## src/rtl/grf_wb_arbiter.sv

```systemverilog
`default_nettype none
// ============================================================================
// Module   : grf_wb_arbiter
// Brief    : Shares the GRF write port between pipeline writeback (priority)
//            and a 1-entry MDU result buffer; raises stall_req on RAW/starvation.
//            Optional buffered-wait counter enabled by macro GRF_ARB_PERF_EN.
// Revision : 1.0 - initial release
// ============================================================================
module grf_wb_arbiter #(
    parameter int MAX_WAIT = 4,
    parameter int CNT_W    = 4
) (
    input  logic        clk,
    input  logic        reset,
    input  logic        wb_we,
    input  logic [4:0]  wb_addr,
    input  logic [31:0] wb_data,
    input  logic [31:0] wb_pc,
    input  logic        md_valid,
    input  logic [4:0]  md_addr,
    input  logic [31:0] md_data,
    input  logic [31:0] md_pc,
    output logic        md_ready,
    input  logic [4:0]  rs_addr,
    input  logic [4:0]  rt_addr,
    output logic        grf_we,
    output logic [4:0]  grf_a3,
    output logic [31:0] grf_wd,
    output logic [31:0] grf_pc,
    output logic        stall_req,
    output logic [15:0] perf_wait_cnt
);

    typedef enum logic [1:0] {
        IDLE  = 2'd0,
        PEND  = 2'd1,
        FORCE = 2'd2
    } state_t;

    localparam logic [CNT_W-1:0] c_wait_max = CNT_W'(MAX_WAIT);
    localparam logic [CNT_W-1:0] c_force_at = CNT_W'(MAX_WAIT - 1);
    localparam logic [CNT_W-1:0] c_cnt_one  = CNT_W'(1);

    state_t             r_state;
    state_t             w_next_state;
    logic               r_buf_valid;
    logic [4:0]         r_buf_addr;
    logic [31:0]        r_buf_data;
    logic [31:0]        r_buf_pc;
    logic [CNT_W-1:0]   r_wait_cnt;

    logic w_wb_active;
    logic w_accept;
    logic w_drain;
    logic w_drop;
    logic w_discard;
    logic w_clear;
    logic w_blocked;
    logic w_raw;

    // Gating with reset keeps grf_we low while reset is held, even if wb_we is up.
    assign w_wb_active = reset & wb_we & (wb_addr != 5'd0);
    assign md_ready    = ~r_buf_valid;
    assign w_accept    = md_valid & ~r_buf_valid;
    assign w_drop      = r_buf_valid & (r_buf_addr == 5'd0);
    assign w_drain     = r_buf_valid & (r_buf_addr != 5'd0) & ~w_wb_active;
    assign w_discard   = r_buf_valid & w_wb_active & (wb_addr == r_buf_addr);
    assign w_clear     = w_drop | w_drain | w_discard;
    assign w_blocked   = r_buf_valid & (r_buf_addr != 5'd0) & w_wb_active & ~w_discard;
    assign w_raw       = r_buf_valid & (r_buf_addr != 5'd0) &
                         ((rs_addr == r_buf_addr) | (rt_addr == r_buf_addr));
    assign stall_req   = (r_state == FORCE) | w_raw;

    always_comb begin
        grf_we = 1'b0;
        grf_a3 = 5'd0;
        grf_wd = 32'd0;
        grf_pc = 32'd0;
        if (w_wb_active) begin
            grf_we = 1'b1;
            grf_a3 = wb_addr;
            grf_wd = wb_data;
            grf_pc = wb_pc;
        end else if (w_drain) begin
            grf_we = 1'b1;
            grf_a3 = r_buf_addr;
            grf_wd = r_buf_data;
            grf_pc = r_buf_pc;
        end
    end

    always_comb begin
        w_next_state = r_state;
        case (r_state)
            IDLE: begin
                if (w_accept) w_next_state = PEND;
            end
            PEND: begin
                if (w_clear)
                    w_next_state = IDLE;
                else if (w_blocked && (r_wait_cnt == c_force_at))
                    w_next_state = FORCE;
            end
            FORCE: begin
                if (w_clear) w_next_state = IDLE;
            end
            default: w_next_state = IDLE;
        endcase
    end

    always_ff @(posedge clk or negedge reset) begin
        if (!reset) begin
            r_state     <= IDLE;
            r_buf_valid <= 1'b0;
            r_buf_addr  <= 5'd0;
            r_buf_data  <= 32'd0;
            r_buf_pc    <= 32'd0;
            r_wait_cnt  <= '0;
        end else begin
            r_state <= w_next_state;
            if (w_accept) begin
                r_buf_valid <= 1'b1;
                r_buf_addr  <= md_addr;
                r_buf_data  <= md_data;
                r_buf_pc    <= md_pc;
            end else if (w_clear) begin
                r_buf_valid <= 1'b0;
            end
            if (w_clear)
                r_wait_cnt <= '0;
            else if (w_blocked && (r_wait_cnt != c_wait_max))
                r_wait_cnt <= r_wait_cnt + c_cnt_one;
        end
    end

`ifdef GRF_ARB_PERF_EN
    logic [15:0] r_perf_cnt;

    always_ff @(posedge clk or negedge reset) begin
        if (!reset)
            r_perf_cnt <= 16'd0;
        else if (r_buf_valid && !w_drain && (r_perf_cnt != 16'hFFFF))
            r_perf_cnt <= r_perf_cnt + 16'd1;
    end

    assign perf_wait_cnt = r_perf_cnt;
`else
    assign perf_wait_cnt = 16'h0000;
`endif

endmodule
`default_nettype wire

```

## config.mk

```make
export PLATFORM = sky130hd
export DESIGN_NAME = grf_wb_arbiter
export DESIGN_NICKNAME = d
export VERILOG_FILES = /design/src/rtl/grf_wb_arbiter.sv
export SDC_FILE = /design/constraint.sdc
export NUM_CORES = 1
export LEC_CHECK = 0
export ABC_AREA = 1
export CAP_MARGIN = 20
export CORE_MARGIN = 1.5
export CORE_UTILIZATION = 44
export CTS_BUF_LIST = sky130_fd_sc_hd__clkbuf_2
export CTS_CLUSTER_DIAMETER = 120
export DETAILED_ROUTE_END_ITERATION = 8
export PLACE_DENSITY = 0.94
export SYNTH_ARGS = -nofsm -noshare
export SYNTH_HDL_FRONTEND = slang
export SYNTH_SLANG_ARGS = --single-unit
```

## constraint.sdc

```tcl
create_clock -name clk -period 3.7 [get_ports clk]
set_clock_uncertainty 0.2 [all_clocks]
set_input_delay 0.74 -clock clk [delete_from_list [all_inputs] [get_ports clk]]
set_output_delay 0.74 -clock clk [all_outputs]
set_load 0.005 [all_outputs]
```

== Yosys cells after proc, flatten, opt, wreduce, memory -nomap -nowiden ==
Cells that the tools add are included.

* Register bits after elaboration: 76
* Input port bits: 152
* Output and inout bits: 88
* Word-level logic and storage cells: 61

* Add/sub/neg operators: 1
* Eq/ne operators: 10
* Muxes and demuxes: 17
* Bitwise logic cells: 18
* Reduce and logical (&&, ||, !) cells: 9

{| class="wikitable"
|+ Operator list
! kind !! number
|-
| two-way mux 32 bit || 4
|-
| equality test 5 bit || 3
|-
| bitwise AND 1 bit || 11
|-
| two-way mux 5 bit || 2
|-
| nonzero test 5 bit || 2
|-
| two-way mux 2 bit || 4
|-
| two-way mux 4 bit || 2
|-
| case mux 2 bit (3 select lines) || 1
|-
| zero test 5 bit || 1
|-
| adder 4 x 1 -> 4 bit, second input constant || 1
|-
| equality test 4 x 2 -> 1 bit, second input constant || 1
|-
| two-way mux 1 bit || 4
|-
| != test 2 bit, second input constant || 2
|-
| != test 4 x 3 -> 1 bit, second input constant || 1
|-
| OR 1 bit || 4
|-
| nonzero test 2 bit || 2
|-
| != test 3 bit, second input constant || 1
|-
| inverter 1 bit || 3
|-
| AND reduction 3 bit || 1
|-
| equality test 2 x 1 -> 1 bit, second input constant || 1
|-
| equality test 2 bit, second input constant || 1
|-
| logical AND 1 bit || 2
|-
| zero test 2 bit || 1
|}

== Depth between registers and ports, before layout ==
Gate-level depths: netlist (run 1).

* Depth in word-level cells: 10
* Mapped depth: 11
* Mapped depth without buffers: 11

== Worst setup path after synthesis (run 1) ==
No wires, ideal clock.

* Path kind: in2out
* Start: in wb_addr[4]
* End: out grf_pc[0]
* Arrival time: 1.553 ns
* Setup slack: 1.207 ns
* Stages on the path: 8
* Path buffers: 2
* Path through: nor2_1 nand3_2 nand2_2 inv_2 buf_4 buf_2 nand2_1 nand2_1

* Cells in the longest elaborated chain, start to end: 6

{| class="wikitable"
|+ Ends and longest elaborated chain
! item !! RTL line !! RTL
|-
| from (decl) || 16 || <nowiki>input logic [4:0] wb_addr,</nowiki>
|-
| nonzero test 5 bit (*) || 62 || <nowiki>assign w_wb_active = reset & wb_we & (wb_addr != 5'd0);</nowiki>
|-
| bitwise AND 1 bit (*) || 62 ||
|-
| inverter 1 bit || 66 || <nowiki>assign w_drain = r_buf_valid & (r_buf_addr != 5'd0) & ~w_wb_active;</nowiki>
|-
| bitwise AND 1 bit || 66 ||
|-
| two-way mux 32 bit || 84 || <nowiki>end else if (w_drain) begin</nowiki>
|-
| two-way mux 32 bit (*) || 79 || <nowiki>if (w_wb_active) begin</nowiki>
|-
| to (decl) || 29 || <nowiki>output logic [31:0] grf_pc,</nowiki>
|}

Mark *: on every way between the ends. The rest lies on a longest branch, timed or not.

== Worst setup path in the final report (run 1) ==
* Start: in reset
* End: out grf_pc[20]

* Cells in the longest elaborated chain, start to end: 6

{| class="wikitable"
|+ Ends and longest elaborated chain
! item !! RTL line !! RTL
|-
| from (decl) || 14 || <nowiki>input logic reset,</nowiki>
|-
| bitwise AND 1 bit (*) (2 in series) || 62 ||
|-
| inverter 1 bit || 66 ||
|-
| bitwise AND 1 bit || 66 ||
|-
| two-way mux 32 bit || 84 ||
|-
| two-way mux 32 bit (*) || 79 ||
|}

Marks and branches as above.

==> flow_summary.json, run 1 <==
{
  "met1_length_um": 5526,
  "clk_pin_slew_worst_paths_ns": 0.22,
  "arrival_ns": 2.67,
  "hold_start": "r_buf_pc[26]",
  "clockBufferDepth": 2,
  "grt_max_degree": 74,
  "ant_nets": 0,
  "wl_per_cell_um": 14.25,
  "nNetsFinal": 1009,
  "cp.depth": 9,
  "drcViolationCount": 0,
  "critPathBufInv": 5,
  "vdd_ir_drop_max_mv": 0.1830,
  "grt_pass1_vias": 4711,
  "r2r_start": "r_buf_addr[0]",
  "nFillCells": 803,
  "crit_fanout": 32,
  "vias": 4858,
  "cts_num_sinks": 76,
  "worstMarginPinSlew_ns": 0.9203,
  "instances_no_fill": 993,
  "rrSetupSlack_ns": 1.50,
  "ys_seq_area_share_pct": 42.90,
  "setup_violations": 0,
  "drt-total-wl_um": 14150,
  "status": "finished clean",
  "dr.pass1.iters": 5,
  "seqCellArea_mm2": 0.001902,
  "cp-start-kind": "primary input",
  "syn_to_final_growth_pct": 55.63,
  "crit_path_max_incr_delay_ns": 0.53,
  "die_area_mm2": 0.01069,
  "route.met3.wl_um": 948,
  "htree_levels": 3,
  "r2r_cells": 11,
  "crit_required_ns": 2.76,
  "period_share_pct": 97.69,
  "final_core_util_pct": 70.58,
  "core_mm2": 0.009774,
  "io_pins": 240,
  "std_cell_rows": 36,
  "avgSynthCellArea_um2": 6.873,
  "min_path_cells": 2,
  "synth_cells": 645,
  "hold_viol": 0,
  "path_cells": "dlygate4sd3_1 -> buf_4 -> nand2_1 -> inv_2 -> nand2_4 -> buf_12 -> nand3_1 -> nand2_1 -> clkdlybuf4s50_1",
  "synthDistinctLibCells": 27,
  "drt_first_iter_violations": 181,
  "drv_slew": 0,
  "die_h_um": 103.4,
  "routabilityCongestion": 0.9143,
  "r2r_end": "r_wait_cnt[3]",
  "final.min_clock_period_ns": 3.614,
  "dpl.hpwl_um": 10120,
  "synth-seq-cells": 76,
  "path_class": "in2out",
  "relSlewSlack_pct": 38.65,
  "crit_top_cell": "nand2_1",
  "cts_root_buf": "clkbuf_2",
  "overflow": 0,
  "io_buffers": 223,
  "dpl_worst_slack_ns": 0.1613,
  "die_w_um": 103.4,
  "power_mw": 2.368,
  "multi_input_area_mm2": 0.002192,
  "clock_latency_ns": 0.49,
  "end_kind": "output pin",
  "min_to": "r_buf_pc[26]",
  "p_per_area_mw_per_mm2": 343.3,
  "grt_pass1_wl_um": 20910,
  "yosysWarnings": 0,
  "cp_slowest_cell": "dlygate4sd3_1",
  "cp_top_family": "buffers and inverters",
  "drt-vias-per-instance": 4.892,
  "cts_tree": "done",
  "maxCapViolCount": 0,
  "diodes": 0,
  "hold_path.class": "reg2reg",
  "routed-wl-met2_um": 7436,
  "synth_area_mm2": 0.004433,
  "antenna_found_initial": 1,
  "fmax_mhz": 276.7,
  "p_leak_nw": 3.478,
  "drive_gt1_share_pct": 6.512,
  "dp.cells": 973,
  "setup_ws_ns": 0.08554,
  "top_layer": "met4",
  "start_util_pct": 45.35,
  "grt_use_total_pct": 24.95,
  "cts-buffers-inserted": 9
}
[state kept, by name, indices dropped and copies added, names as in the netlist]
signal / count
r_buf_data: 32
r_wait_cnt: 4
r_state: 2
r_buf_pc: 32
r_buf_addr: 5
r_buf_valid: 1
[cells in the mapped netlist (all sizes together)]
| master | n | area share [%] |
|---|---|---|
| a21oi | 2 | 0.31 |
| clkbuf | 8 | 0.68 |
| inv | 23 | 1.9 |
| clkinv | 1 | 0.11 |
| dfrtp | 76 | 43 |
| o21ai | 9 | 1.3 |
| xor2 | 6 | 1.2 |
| conb | 1 | 0.085 |
| nand3 | 79 | 9.4 |
| ha | 2 | 0.56 |
| nand2 | 362 | 31 |
| nand4 | 5 | 0.71 |
| buf | 44 | 6.4 |
| or2 | 1 | 0.14 |
| nor2 | 15 | 1.3 |
| o22ai | 5 | 0.71 |
| xnor2 | 6 | 1.2 |
[per-layer routing]
metal	vias to the layer above	global-route usage (%)
li1	2388	-
met1	2254	28.23
met2	195	46.00
met3	21	5.376
met4	0	9.148
met5	-	0
[cells in the final DEF (no fill, tap or decap), types with 4 or more instances in the layout]
master and n:
buf_12 5, buf_4 5, clkbuf_2 10, clkdlybuf4s50_1 221, conb_1 16, dfrtp_1 76
inv_1 13, inv_2 9, nand2_1 356, nand3_1 75, nand3_2 4, nand4_1 5
nor2_1 14, o21ai_0 6, o22ai_1 5, xnor2_1 6, xor2_1 6
[through the flow]
step | cell area (um^2) | hold WS (ns) | setup TNS (ns)
after detailed placement | 6706 | 0.2654 | 0
final | 6899 | 0.3117 | 0
after global placement | 6706 | 0.2618 | 0
after floorplan | 4489 | 0.2444 | 0
after global routing | 6899 | 0.3217 | -0.01489
after CTS | 6809 | 0.3140 | 0
[worst register-to-register path: stages (launching register included)]
cell	delay, ns
dfrtp_1	0.53
nor2_1	0.16
nand3_2	0.09
nand2_2	0.12
clkinv_4	0.24
buf_12	0.27
nand3_2	0.13
inv_2	0.08
nand2_4	0.08
nand2_4	0.07
nand2_1	0.06
nand2_1	0.04
[where the power goes]
| group | switching, mW | total (mW) | internal (mW) |
|---|---|---|---|
| Clock | 0.293 | 0.383 | 0.0900 |
| Combinational | 0.417 | 0.897 | 0.480 |
| Sequential | 0.111 | 1.09 | 0.977 |
[worst max path at each step]
stage	start	to	slack [ns]
after detailed placement	wb_addr[4]	grf_wd[13]	0.16
final	reset	grf_pc[20]	0.09
after global routing	reset	grf_pc[20]	-0.008
after global placement	wb_addr[4]	grf_pc[1]	0.22
after floorplan	wb_addr[4]	grf_pc[0]	1.21
after CTS	reset	grf_wd[13]	0.03
[cell type report]
class                           instances  share of cell area [%]
Sequential cell                        76                   27.57
Clock inverter                          6                  0.5622
Multi-Input combinational cell        508                   31.77
Inverter                               24                   1.487
Clock buffer                           10                  0.7254
Tap cell                              133                   2.412
Timing Repair Buffer                  236                   35.47
[timing repair]
| item | in CTS | in global routing |
|---|---|---|
| resized for setup | 1 | 6 |
| endpoints found under the hold margin | 3 | 0 |
| setup endpoints to repair | 35 | 63 |
| pin swaps | 0 | 1 |
| buffers inserted | 0 | 0 |
| gates cloned | 0 | 3 |
| hold buffers | 1 | 0 |
[cells by family after synthesis]
| family | after synthesis | share of synthesized area [%] |
|---|---|---|
| simple gates | 462 | 42.70 |
| buf+inv | 76 | 9.088 |
| flops | 76 | 42.90 |
| compound gates | 16 | 2.286 |
| xor+xnor | 12 | 2.371 |
| fa+ha+maj | 2 | 0.5644 |
| other cells | 1 | 0.08459 |
(Power assumes the default switching activity.)
==> run 2, diff against run 1 <==
Settings changed: CAP_MARGIN 20 to not set.
==> results of run 2 <==
No change in the layout: final DEF, timing and power equal those of run 1.
